$ cat src/rtl/song_reader_pkg.sv
// Shared song-word definitions for the song reader, note arranger and ROM builder.
// Holds the reader state encoding, the word field positions and the end-marker test.
package song_pkg;

  localparam int WORD_BITS    = 16;
  localparam int ADV_FLAG_BIT = 15;
  localparam int NOTE_MSB     = 14;
  localparam int NOTE_LSB     = 9;
  localparam int DUR_MSB      = 8;
  localparam int DUR_LSB      = 3;
  localparam int STEREO_MSB   = 2;
  localparam int STEREO_LSB   = 1;

  localparam logic [2:0] ST_IDLE      = 3'd0;
  localparam logic [2:0] ST_FETCH     = 3'd1;
  localparam logic [2:0] ST_WAIT_ROM  = 3'd2;
  localparam logic [2:0] ST_PRESENT   = 3'd3;
  localparam logic [2:0] ST_WAIT_DONE = 3'd4;
  localparam logic [2:0] ST_DONE      = 3'd5;

  typedef enum logic [2:0] {
    S_IDLE      = ST_IDLE,
    S_FETCH     = ST_FETCH,
    S_WAIT_ROM  = ST_WAIT_ROM,
    S_PRESENT   = ST_PRESENT,
    S_WAIT_DONE = ST_WAIT_DONE,
    S_DONE      = ST_DONE
  } reader_state_t;

  // An advance word with zero beats terminates the song.
  function automatic logic is_end_marker(input logic [WORD_BITS-1:0] word);
    return word[ADV_FLAG_BIT] && (word[DUR_MSB:DUR_LSB] == '0);
  endfunction

endpackage

$ cat src/rtl/song_reader_if.sv
// Control and ROM bus between the song reader (slave modport) and its environment
// (master modport: player controls, arranger handshake and the song ROM).
interface song_reader_if #(
  parameter int ADDR_BITS = 5,
  parameter int SONG_BITS = 2
);
  logic                           play;
  logic [SONG_BITS-1:0]           song;
  logic                           new_song;
  logic                           note_done;
  logic [SONG_BITS+ADDR_BITS-1:0] rom_addr;
  logic [15:0]                    rom_data;
  logic [15:0]                    note_to_load;
  logic                           load_new_note;
  logic                           song_done;

  modport master (
    output play, song, new_song, note_done, rom_data,
    input  rom_addr, note_to_load, load_new_note, song_done
  );

  modport slave (
    input  play, song, new_song, note_done, rom_data,
    output rom_addr, note_to_load, load_new_note, song_done
  );
endinterface

$ cat src/rtl/song_reader_addr_counter.sv
// Word address counter for one song: clear has priority over increment, and
// o_wrap pulses combinationally on the increment that rolls over to zero.
module song_addr_counter #(
  parameter int ADDR_BITS = 5
) (
  input  logic                 clk,
  input  logic                 reset_n,
  input  logic                 i_clr,
  input  logic                 i_inc,
  output logic [ADDR_BITS-1:0] o_count,
  output logic                 o_wrap
);

  logic [ADDR_BITS-1:0] r_count;

  always_ff @(posedge clk or negedge reset_n) begin
    if (!reset_n) begin
      r_count <= '0;
    end else if (i_clr) begin
      r_count <= '0;
    end else if (i_inc) begin
      r_count <= r_count + 1'b1;
    end
  end

  assign o_count = r_count;
  assign o_wrap  = i_inc && !i_clr && (r_count == {ADDR_BITS{1'b1}});

endmodule

$ cat src/rtl/song_reader.sv
// Walks a song in synchronous ROM and hands each note word to the arranger.
// Define SONG_READER_LOOP_SONG_EN to repeat the song instead of stopping at its end.
module song_reader
  import song_pkg::*;
#(
  parameter int ADDR_BITS = 5,
  parameter int SONG_BITS = 2
) (
  input  logic         clk,
  input  logic         reset_n,
  song_reader_if.slave bus
);

  reader_state_t        r_state;
  logic [SONG_BITS-1:0] r_song_q;
  logic [15:0]          r_note_to_load;
  logic                 r_load_new_note;
  logic                 r_song_done;

  logic [ADDR_BITS-1:0] w_word_addr;
  logic                 w_wrap;
  logic                 w_inc;
  logic                 w_clr;
  logic                 w_loop_clr;
  logic                 w_end_marker;

  assign w_end_marker = is_end_marker(bus.rom_data);
  assign w_inc        = (r_state == S_WAIT_DONE) && bus.note_done && !bus.new_song;

`ifdef SONG_READER_LOOP_SONG_EN
  // A mid-song end marker rewinds; a wrap returns to zero on its own.
  assign w_loop_clr = (r_state == S_WAIT_ROM) && w_end_marker && (w_word_addr != '0);
`else
  assign w_loop_clr = 1'b0;
`endif

  assign w_clr = bus.new_song || w_loop_clr;

  song_addr_counter #(.ADDR_BITS(ADDR_BITS)) u_addr_counter (
    .clk     (clk),
    .reset_n (reset_n),
    .i_clr   (w_clr),
    .i_inc   (w_inc),
    .o_count (w_word_addr),
    .o_wrap  (w_wrap)
  );

  // Pulses default low so each one lasts exactly one cycle; new_song overrides everything.
  always_ff @(posedge clk or negedge reset_n) begin
    if (!reset_n) begin
      r_state         <= S_IDLE;
      r_song_q        <= '0;
      r_note_to_load  <= 16'h0000;
      r_load_new_note <= 1'b0;
      r_song_done     <= 1'b0;
    end else begin
      r_load_new_note <= 1'b0;
      r_song_done     <= 1'b0;
      if (bus.new_song) begin
        r_song_q <= bus.song;
        r_state  <= S_IDLE;
      end else begin
        case (r_state)
          S_IDLE: begin
            if (bus.play) r_state <= S_FETCH;
          end
          S_FETCH: begin
            r_state <= bus.play ? S_WAIT_ROM : S_IDLE;
          end
          S_WAIT_ROM: begin
            r_note_to_load <= bus.rom_data;
            if (w_end_marker) begin
              r_song_done <= 1'b1;
`ifdef SONG_READER_LOOP_SONG_EN
              r_state     <= (w_word_addr != '0) ? S_FETCH : S_DONE;
`else
              r_state     <= S_DONE;
`endif
            end else begin
              r_load_new_note <= 1'b1;
              r_state         <= S_PRESENT;
            end
          end
          S_PRESENT: begin
            r_state <= S_WAIT_DONE;
          end
          S_WAIT_DONE: begin
            if (bus.note_done) begin
              if (w_wrap) begin
                r_song_done <= 1'b1;
`ifdef SONG_READER_LOOP_SONG_EN
                r_state     <= S_FETCH;
`else
                r_state     <= S_DONE;
`endif
              end else begin
                r_state <= S_FETCH;
              end
            end
          end
          S_DONE: begin
            r_state <= S_DONE;
          end
          default: begin
            r_state <= S_IDLE;
          end
        endcase
      end
    end
  end

  assign bus.rom_addr      = {r_song_q, w_word_addr};
  assign bus.note_to_load  = r_note_to_load;
  assign bus.load_new_note = r_load_new_note;
  assign bus.song_done     = r_song_done;

endmodule

$ cat src/flat_wrapper.sv
// flat-port wrapper written by rule: the top's interface ports become plain ports
module song_reader_flat import song_pkg::*;
#(
  parameter int ADDR_BITS = 5,
  parameter int SONG_BITS = 2
)
  (clk, reset_n, bus_play, bus_song, bus_new_song, bus_note_done, bus_rom_data, bus_rom_addr, bus_note_to_load, bus_load_new_note, bus_song_done);
  song_reader_if #(.ADDR_BITS(ADDR_BITS), .SONG_BITS(SONG_BITS)) bus_i ();
  input  logic clk;
  input  logic reset_n;
  input wire logic [$bits(bus_i.play)-1:0] bus_play;
  input wire logic [$bits(bus_i.song)-1:0] bus_song;
  input wire logic [$bits(bus_i.new_song)-1:0] bus_new_song;
  input wire logic [$bits(bus_i.note_done)-1:0] bus_note_done;
  input wire logic [$bits(bus_i.rom_data)-1:0] bus_rom_data;
  output wire logic [$bits(bus_i.rom_addr)-1:0] bus_rom_addr;
  output wire logic [$bits(bus_i.note_to_load)-1:0] bus_note_to_load;
  output wire logic [$bits(bus_i.load_new_note)-1:0] bus_load_new_note;
  output wire logic [$bits(bus_i.song_done)-1:0] bus_song_done;
  assign bus_i.play = bus_play;
  assign bus_i.song = bus_song;
  assign bus_i.new_song = bus_new_song;
  assign bus_i.note_done = bus_note_done;
  assign bus_i.rom_data = bus_rom_data;
  assign bus_rom_addr = bus_i.rom_addr;
  assign bus_note_to_load = bus_i.note_to_load;
  assign bus_load_new_note = bus_i.load_new_note;
  assign bus_song_done = bus_i.song_done;
  song_reader #(.ADDR_BITS(ADDR_BITS), .SONG_BITS(SONG_BITS)) u_core (.clk(clk), .reset_n(reset_n), .bus(bus_i));
endmodule
$ cat config.mk
export PLATFORM = sky130hd
export DESIGN_NAME = song_reader_flat
export DESIGN_NICKNAME = d
export VERILOG_FILES = /design/src/rtl/song_reader_pkg.sv /design/src/rtl/song_reader_if.sv /design/src/rtl/song_reader_addr_counter.sv /design/src/rtl/song_reader.sv /design/src/flat_wrapper.sv
export SDC_FILE = /design/constraint.sdc
export NUM_CORES = 1
export LEC_CHECK = 0
export CORE_MARGIN = 5
export CORE_UTILIZATION = 45
export CTS_CLUSTER_SIZE = 12
export DETAILED_ROUTE_END_ITERATION = 6
export PLACE_DENSITY = 0.81
export SYNTH_ARGS = -nofsm -noshare
export SYNTH_HDL_FRONTEND = slang
export SYNTH_SLANG_ARGS = --single-unit
$ cat constraint.sdc
create_clock -name clk -period 3.3 [get_ports clk]
set_input_delay 0.33 -clock clk [delete_from_list [all_inputs] [get_ports clk]]
set_output_delay 0.33 -clock clk [all_outputs]
set_load 0.02 [all_outputs]
After elaboration in Yosys (flattened, before gate mapping). Index checks and enable logic that the tools add are counted.

Logic and storage cells: 44. Bits in registers: 28. Output and inout bits: 25. Input bits: 23.

Mux-type cells: 17. $add $sub $neg: 1. Reductions and logical operators: 11. Equal/unequal tests: 8. Bitwise logic cells: 1.

Operators with widths (count): $pmux 3 s6 (1); $mux 3 (5); $mux 5 (2); $mux 1 (7); $eq 3x2->1 const B (2); $eq 3x3->1 const B (2); $logic_not 6->1 (1); $ne 3x3->1 const B (2); $add 5x1->5 const B (1); $eq 5x5->1 const B (1); $logic_and 1x1->1 (5); $reduce_and 2->1 (2); $eq 3x1->1 const B (1); $logic_not 3->1 (1); $mux 2 (1); $pmux 1 s2 (1); $reduce_bool 2->1 (1); $logic_not 1->1 (1); $not 1->1 (1).

Logic depth before layout (Yosys ltp). Gate-level depths: netlist of the first run.

Depth after elaboration: 9. Depth in mapped cells: 7.

Hierarchy. Synthesis of the first run repeated with hierarchy kept, for this count alone.

Cell total of the unflattened synthesis: 94. Area total of the unflattened synthesis: 1270.0 sq um.

Modules (own cells, without submodules): song_reader (area an instance 985.9 sq um, times used 1, cells an instance 70, seq. area each 575.6 sq um); song_addr_counter (area an instance 284.0 sq um, times used 1, cells an instance 24, seq. area each 125.1 sq um).

Worst setup path after synthesis of the first run. No wires, ideal clock.

Path type: flip-flop to flip-flop. Start: register u_core.u_addr_counter.r_count[0], in the netlist u_core.u_addr_counter.o_count[0]. End: register u_core.r_state[2]. Path buffers: 0. Period minus slack after synthesis: 1.741 ns. Setup time: 0.140 ns. Stages on the path, launching flop included: 8. Arrival: 1.601 ns. Setup slack: 1.559 ns. Path through: dfrtp_1 > ha_1 > and3_1 > ha_1 > and4bb_2 > a22oi_1 > o21a_1 > o32ai_1.

Longest elaborated chain between the ends: 6.

Ends and longest elaborated chain: start, declared (line song_reader_addr_counter.sv:14) `logic [ADDR_BITS-1:0] r_count;`; start signal, assigned (line song_reader_addr_counter.sv:22) `r_count <= r_count + 1'b1;`; $eq 5x5->1 (line song_reader_addr_counter.sv:27) `assign o_wrap = i_inc && !i_clr && (r_count == {ADDR_BITS{1'b1}});`; $logic_and 1x1->1 (line song_reader_addr_counter.sv:27); $mux 3 (line song_reader.sv:89) `if (w_wrap) begin`; $mux 3 (line song_reader.sv:88) `if (bus.note_done) begin`; $pmux 3 s6 (line song_reader.sv:63) `case (r_state)`; $mux 3 (line song_reader.sv:59) `if (bus.new_song) begin`; end signal, assigned (line song_reader.sv:68) `r_state <= bus.play ? S_WAIT_ROM : S_IDLE;`; end, declared (line song_reader.sv:14) `reader_state_t r_state;`.

Every way passes these cells. The select of a mux whose other input is x is not followed. A chain may end at the register's enable or synchronous reset.

Final worst setup path of the first run. Ends and elaborated chain as after synthesis.

==> key figures, run 1 <==
Status
  • Outcome: finished clean

Floorplan
  • Starting Density: 0.465
  • Die Wd: 63.2 µm
  • Core ar.: 2730 µm²
  • I/O pins: 48
  • Die ar.: 3990 µm²
  • Row count: 19
  • Die height: 63.2 µm

Setup path
  • Worst Path Required: 3.50 ns
  • Arr. time, crit path: 2.00 ns
  • Worst-path maximum fanout: 4
  • Setup crit end kind: register
  • WS Path Type: register to register
  • CP startpoint kind: register

Timing
  • Endpoints failing hold: 0
  • RSZ-0062 raised after global routing: false
  • Fin crit period: 1.80 ns
  • Hold slack: 0.363 ns
  • Slew headroom: 0.657
  • Fmax: 556 MHz
  • Setup_tns: 0 ns
  • Least-Margin Pin Slew: 0.512 ns
  • Slew Limit Fails: 0
  • Crit path setup slack, layout: 1.50 ns
  • # setup viols final: 0
  • Clock skew: 0.00496 ns
  • Final worst-path cycle share: 0.545

CTS
  • Clock insertion delay at the later pin of the skew report: 0.32 ns
  • Max clock buf depth: 2
  • CTS tree: done
  • H-tree levels: 1
  • Hold buffer count at CTS: 0
  • Post-cts resize count: 0
  • Number of buffers created by CTS: 3
  • Clock sinks: 28
  • CTS root buffer: clkbuf_4
  • Post-CTS setup buffers: 0
  • Clock transition at path regs: 0.14 ns

Place
  • Final GP Congestion: 0.720
  • IO buf count: 47
  • Post-detail-place hpwl: 2160 µm
  • Dpl ws: 1.26 ns

Drt
  • Drt pass-1 iters: 4
  • Routed wire per std cell: 16.0 µm
  • Post-DRT Antenna Nets: 0
  • Via Count: 891
  • Routed WL: 2700 µm
  • Remaining DRCs: 0
  • Via density: 5.27
  • First DRT Iteration DRCs: 19

Final layout
  • N_diodes: 0
  • Area grow syn2layout: 39.1%
  • Layout cells sized above 1: 0.210
  • Nets: 164
  • Finished Core Util: 0.647

Min path
  • Worst hold-check path type: primary input to asynchronous set/reset pin

Synthesis
  • Async SR Flop Fraction: 1.00
  • Syn_area_per_cell: 14.0 µm²
  • Register area share after synthesis: 0.551
  • Cell area after synthesis: 1270 µm²
  • Cell count after synthesis: 91
  • Syn nets: 116
  • Post-synth EDFFs: 0
  • Synthesis Warnings: 0
  • Library cells used by synthesis: 30
  • Dominant synthesized flop cell: dfrtp_1
  • Synth Register Bits: 28

Pwr
  • P_leak: 0.754 nW
  • Total power: 1.01 mW
  • Pwr dens: 569 nW/µm²
  • Worst VDD drop: 0.427 mV

Job
  • Max Cap Violations: 0

GRT
  • Largest net degree at the start of global routing: 29
  • Vias in the first global route: 1060
  • Grt total ovfl: 0
  • Total track usage: 0.153
  • Antenna violations before repair: 0
  • First-pass GRT wire length: 4880 µm
-- cell usage in the layout (no fill, tap or decap), types with 2 or more instances in the layout --
master            n
dfrtp_1          28
clkbuf_4          3
a21oi_1           3
ha_1              2
nand3b_1          3
clkdlybuf4s50_1  47
xor2_1            3
mux2_2           18
nor2_1            6
mux2i_1           2
-- power by group --
part / internal, mW / leakage, nW / switching, mW
clock network: 0.0675 / 0.0210 / 0.0963
logic: 0.209 / 0.376 / 0.170
registers: 0.419 / 0.357 / 0.0442
total: 0.696 / 0.754 / 0.311
-- worst max-delay path, cell delays in order, from the launching register on --
cell and delay [ns]:
dfrtp_1 0.48, ha_1 0.24, and3_1 0.19, ha_1 0.19, and4bb_2 0.22, a22oi_1 0.14, o21a_1 0.15, o32ai_1 0.07
-- logic make-up (layout without fill, tap and decap cells) --
group / count (synthesis) / count (layout) / share of synthesized area
XOR/XNOR: 4 / 4 / 0.0276
adder cells (fa/ha/maj): 2 / 2 / 0.0197
buffers and inverters: 7 / 54 / 0.0522
multiplexers: 20 / 20 / 0.175
AND/OR/NAND/NOR: 21 / 21 / 0.128
flip-flops: 28 / 28 / 0.551
AO/OA/AOI/OAI: 9 / 9 / 0.0463
-- flip-flops by register name (all words and copies together), names as in the netlist --
name,flops
u_core.r_song_q,2
u_core.bus.song_done,1
u_core.r_state,3
u_core.u_addr_counter.o_count,5
u_core.bus.load_new_note,1
u_core.bus.note_to_load,16
-- layer usage --
layer,up-vias,part of all wire,global-route usage
met4,0,0,0.0239
met5,-,0,0
met1,436,0.36,0.167
met3,0,0.10,0.0746
met2,33,0.53,0.269
li1,422,-,-
-- cells in the mapped netlist, types with 2 or more instances --
library cell | n | area (µm²)
nand3b_1 | 3 | 22.5
a21oi_1 | 3 | 15.0
nor2_1 | 6 | 22.5
buf_6 | 5 | 56.3
ha_1 | 2 | 25.0
dfrtp_1 | 28 | 701
mux2_2 | 18 | 203
mux2i_1 | 2 | 20.0
xor2_1 | 3 | 26.3
-- worst paths after layout --
check	start	end	slack, ns	depth (start not counted)
max	u_core.u_addr_counter.o_count[0]	u_core.r_state[2]	1.50	7
min	reset_n	u_core.u_addr_counter.o_count[2]	0.36	2
max reg2reg	u_core.u_addr_counter.o_count[0]	u_core.r_state[2]	1.50	7
min reg2reg	u_core.bus.note_to_load[4]	u_core.bus.note_to_load[4]	0.52	1
max in group asynchronous	reset_n	u_core.bus.note_to_load[15]	2.68	2
min in group clk	u_core.bus.note_to_load[4]	u_core.bus.note_to_load[4]	0.52	1
-- through the flow --
| stage | std cells | cell area [µm²] |
|---|---|---|
| floorplan | 91 | 1270 |
| detailed placement | 165 | 1730 |
| global route | 169 | 1770 |
| CTS | 169 | 1770 |
| global placement | 165 | 1730 |
| finish | 169 | 1770 |
-- final cells by class --
| type | count | area [µm²] |
|---|---|---|
| fillers | 215 | 966 |
| multi-input cells | 56 | 504 |
| clock buffers | 4 | 36.3 |
| repair buffers | 48 | 478 |
| inverters | 2 | 10.0 |
| flip-flops and latches | 28 | 701 |
| well taps | 31 | 38.8 |
(Power assumes the default switching activity.)
==> inputs of run 2 (changes only) <==
--- a/config.mk
+++ b/config.mk
@@ -6,10 +6,10 @@
 export NUM_CORES = 1
 export LEC_CHECK = 0
 export CORE_MARGIN = 5
-export CORE_UTILIZATION = 45
+export CORE_UTILIZATION = 43
 export CTS_CLUSTER_SIZE = 12
 export DETAILED_ROUTE_END_ITERATION = 6
-export PLACE_DENSITY = 0.81
+export PLACE_DENSITY = 0.78
 export SYNTH_ARGS = -nofsm -noshare
 export SYNTH_HDL_FRONTEND = slang
 export SYNTH_SLANG_ARGS = --single-unit
==> constraint.sdc (replaced) <==
create_clock -name clk -period 1.68 [get_ports clk]
set_input_delay 0.168 -clock clk [delete_from_list [all_inputs] [get_ports clk]]
set_output_delay 0.168 -clock clk [all_outputs]
set_load 0.02 [all_outputs]
==> key figures, run 2 (synthesis gave the netlist of run 1 again) <==
Drt
  • Drt pass-1 iters: 4
  • Via density: 5.22
  • Via Count: 903
  • Routed wire per std cell: 15.0 µm
  • First DRT Iteration DRCs: 34
  • Routed WL: 2600 µm
  • Post-DRT Antenna Nets: 0
  • Remaining DRCs: 0

Job
  • Max Cap Violations: 0

CTS
  • Clock transition at path regs: 0.14 ns
  • H-tree levels: 1
  • Clock sinks: 28
  • Clock insertion delay at the later pin of the skew report: 0.31 ns
  • CTS tree: done
  • Hold buffer count at CTS: 0
  • Number of buffers created by CTS: 3
  • CTS root buffer: clkbuf_4
  • Max clock buf depth: 2

Place
  • IO buf count: 47
  • Placed insts: 169
  • Post-detail-place hpwl: 2070 µm
  • Dpl ws: 0.0403 ns
  • Final GP Congestion: 0.771

Setup path
  • Worst reg2reg path depth: 7
  • CP startpoint kind: register
  • Worst Path Required: 1.87 ns
  • Critical R2R Launch: u_core.u_addr_counter.o_count[0]
  • Arr. time, crit path: 1.81 ns
  • Worst-path maximum fanout: 2
  • Worst reg2reg setup slack: 0.06 ns
  • WS Path Type: register to register
  • Setup crit end kind: register
  • R2r endpoint: u_core.r_state[2]

Floorplan
  • I/O pins: 48
  • Die ar.: 4140 µm²
  • Die Wd: 64.4 µm
  • Die height: 64.4 µm
  • Row count: 19
  • Core ar.: 2810 µm²
  • Starting Density: 0.453

Final layout
  • Area grow syn2layout: 44.6%
  • Commonest cells after routing, fill and taps aside: clkdlybuf4s50_1, dfrtp_1, mux2_2
  • Nets: 168
  • Max reg flops: 16
  • Non-Filler Instances: 173
  • Commonest non-fill, non-tap cell in the layout: clkdlybuf4s50_1
  • Layout cells sized above 1: 0.261
  • N_diodes: 0

Timing
  • Fin crit period: 1.62 ns
  • Endpoints failing hold: 0
  • Slew Limit Fails: 0
  • Final worst-path cycle share: 0.964
  • RSZ-0062 raised after global routing: true
  • Crit path setup slack, layout: 0.0613 ns
  • Least-Margin Pin Slew: 0.349 ns
  • Clock skew: 0.00720 ns
  • Fmax: 618 MHz
  • Slew headroom: 0.765
  • # setup viols final: 0

GRT
  • Vias in the first global route: 1029
  • Total track usage: 0.137
  • Antenna violations before repair: 0
  • Largest net degree at the start of global routing: 29
  • First-pass GRT wire length: 4510 µm
  • Grt total ovfl: 0

Status
  • Outcome: finished clean

Pwr
  • P_leak: 0.798 nW
  • Pwr dens: 1040 nW/µm²
  • Worst VDD drop: 0.791 mV

Min path
  • Worst hold-check path type: primary input to asynchronous set/reset pin
## run 2: cell type report
type                            count  area [µm²]
Timing Repair Buffer               52         526
Clock buffer                        4        26.3
Multi-Input combinational cell     56         534
Sequential cell                    28         703
Tap cell                           31        38.8
Inverter                            2        10.0
Fill cell                         221         967
## run 2: repair_timing
action	in CTS	in global routing
setup endpoints to repair	0	3
setup buffers	0	0
gates resized for setup	0	6
## run 2: worst max-delay path by stage
| stage | startpoint | to | slack [ns] | cells past startpoint |
|---|---|---|---|---|
| 3_3_place_gp | u_core.u_addr_counter.o_count[0] | u_core.r_state[2] | 0.09 | 7 |
| 6_report | u_core.u_addr_counter.o_count[0] | u_core.r_state[2] | 0.06 | 7 |
| 5_1_grt | u_core.u_addr_counter.o_count[0] | u_core.r_state[2] | -0.004 | 7 |
| 3_5_place_dp | u_core.u_addr_counter.o_count[0] | u_core.r_state[2] | 0.04 | 7 |
| 2_1_floorplan | u_core.u_addr_counter.o_count[0] | u_core.r_state[2] | 0.01 | 7 |
| 4_1_cts | u_core.u_addr_counter.o_count[0] | u_core.r_state[2] | 0.005 | 7 |
## run 2: power by group
group / switching [mW] / internal, mW
clock: 0.180 / 0.0927
sequential: 0.0792 / 0.823
combinational: 0.331 / 0.414
total: 0.590 / 1.33
## run 2: critical path, cell delays in order (launching register included)
cell and delay (ns):
dfrtp_2 0.45, ha_4 0.16, and3_4 0.18, ha_4 0.15, and4bb_2 0.21, a22oi_1 0.15
o21a_1 0.14, o32ai_1 0.06
## run 2: metrics by stage
stage | setup TNS [ns] | hold slack, ns | instance area (µm²) | utilization | power [mW]
6_report | 0 | 0.207 | 1840 | 0.655 | 1.92
5_1_grt | -0.00437 | 0.233 | 1840 | 0.655 | 2.04
4_1_cts | 0 | 0.211 | 1810 | 0.644 | 1.96
3_5_place_dp | 0 | 0.495 | 1780 | 0.634 | 1.67
3_3_place_gp | 0 | 0.490 | 1780 | 0.634 | 1.65
2_1_floorplan | 0 | -0.128 | 1280 | - | 1.26
## run 2: per-layer routing
metal,wire (µm),track usage,vias up
li1,-,-,426
met1,1020,0.147,441
met2,1310,0.241,36
met3,271,0.0683,0
met4,0,0.0343,0
met5,0,0,-
==> RTL change: new RTL, config.mk and constraints of run 2 <==
Build with the macro `SONG_READER_LOOP_SONG_EN` defined.
--- a/src/rtl/song_reader.sv
+++ b/src/rtl/song_reader.sv
@@ -1,5 +1,7 @@
 // Walks a song in synchronous ROM and hands each note word to the arranger.
 // Define SONG_READER_LOOP_SONG_EN to repeat the song instead of stopping at its end.
+`define SONG_READER_LOOP_SONG_EN
+
 module song_reader
   import song_pkg::*;
 #(
Function: changed (Yosys sat finds a counterexample within 10 cycles, from zero or initial values and one cycle with reset_n low).
==> RTL change against run 2 <==
Clock power grew 62%; synthesized area grew 3.5%; worst setup slack gained 6.5 ps; sequential share of layout area shrank 2.5 points; total power grew 13%; routed wire length grew 24%; sequential cell count is the same; die area grew 3.0%; design area grew 6.7%; critical path depth shrank 5; final cell count grew 14%; core utilization shrank 0.23 points; via count grew 18%; clock skew grew 5.6 ps; critical path type is now reg2out; critical endpoint is now bus_rom_addr[0]; largest power group unchanged.
==> RTL change: results (changes against run 2) <==
- Placer Congestion: 0.8496 (+10%)
- Dpl cells: 193 (+14%)
- Placed Area: 1908 um^2 (+7.2%)
- Wire length on met2: 1642 um (+26%)
- First-pass GRT wire length: 5437 um (+21%)
- Post-Syn Nets: 129 (+11%)
- Via count: 1066 (+18%)
- Multi-Input Combinational: 64 (+14%)
- Slew headroom: 74.85% (-1.6 points)
- All-Layer GR Usage: 16.37% (+2.6 points)
- Multi-input logic area: 548.0 um^2 (+2.6%)
- Worst skew pair latency: 330 ps (+20 ps)
- Worst Path Arrival: 1440 ps (-370 ps)
- Initial drt markers: 75 (+120%)
- Count of cell types in the netlist: 34 (+13%)
- Sequential area share after synthesis: 53.23% (-1.9 points)
- Share of layout cells above drive strength 1: 25.61% (-0.45 points)
- Worst clock skew: 12.83 ps (+5.635 ps)
- Synth cell count leaders: dfrtp_1 (28), mux2_2 (18), a21oi_1 (7), inv_1 (6), nand2_1 (4)
- WL met1: 1287 um (+26%)
- Non-CTS buffers: 62 (+19%)
- Worst-path clk slew: 160 ps (+20 ps)
- Fraction of the mapped netlist area in adder cells: 2.852% (+0.88 points)
- NonClk Buf Share: 30.38% (+1.8 points)
- Yosys warns: 0 (unchanged)
- Met3 WL: 263 um (-3.0%)
- FF+latch area: 700.7 um^2 (-0.36%)
- Mapped Avg Cell Area: 12.78 um^2 (-8.5%)
- Combinational share of power: 37.6% (-1.2 points)
- Met1 usage in global routing: 18.36% (+3.7 points)
- Synth-to-layout area growth: 48.95%
- WL per Instance: 16.32 um (+8.6%)
- Grt met2 use: 28.95% (+4.9 points)
- Rows: 20 (+1)
- Status: completed
- Synth Area in XOR/XNOR: 0.6654% (-2.1 points)
- Leakage: 0.0008172 uW (+2.4%)
- Slowest stage delay, CP: 600 ps (+150 ps)
- Ranking of synthesized cells by area: dfrtp_1 (53%), mux2_2 (15%), ha_1 (2.9%)
- Dpl hpwl: 2460 um (+19%)
- Compound-Gate Fraction of Synth Area: 9.791% (+5.2 points)
- Worst Path Max Fanout: 5 (+3)
- Worst vdd ir: 0.001060 V (+34%)
- Slowest CP cell: clkdlybuf4s50_1
- # fillers: 233 (+5.4%)
- Number of non-clock inverters in the layout: 6 (+4)
- Post-CTS Resized: 0 (unchanged)
- GR Layer Usage met3: 5.812% (-1.0 points)
- Max reg flops: 16 (unchanged)
- Pwr Total: 2174 uW (+13%)
- Mux contribution to synthesized area: 15.40% (-2.1 points)
- Clk tree area frac: 2.680% (+1.3 points)
- Sequential power: 914 uW (+1%)
- Switching part of the total: 30.13% (-0.62 points)
- Vias in the first global route: 1197 (+16%)
- Drt total wl: 3215 um (+24%)
- Top routing layer used: met4
-- RTL change: through the flow --
step / hold WS, ps / worst slack (ps)
finish: 186.7 / 67.76
global route: 192.9 / 22.09
global placement: 490.1 / -207.3
detailed placement: 495.1 / -255.1
floorplan: -127.6 / -0.5079
CTS: 190.0 / 54.29
-- RTL change: path summary, 6_finish.rpt --
path	start	endpoint	slack, ps	cells past startpoint
max	u_core.u_addr_counter.o_count[0]	bus_rom_addr[0]	70	2
min	reset_n	u_core.bus.note_to_load[2]	190	2
max reg2reg	u_core.r_state[0]	u_core.u_addr_counter.o_count[0]	100	4
min reg2reg	u_core.r_song_q[0]	u_core.r_song_q[0]	520	1
max in group asynchronous	reset_n	u_core.r_state[0]	1220	2
min in group clk	bus_rom_data[14]	u_core.bus.note_to_load[14]	430	2
-- RTL change: worst max-delay path, delay by kind of cell, from the launching register on --
family                 cells  cell delay [ps]
flip-flops                 1              380
buffers and inverters      2              740
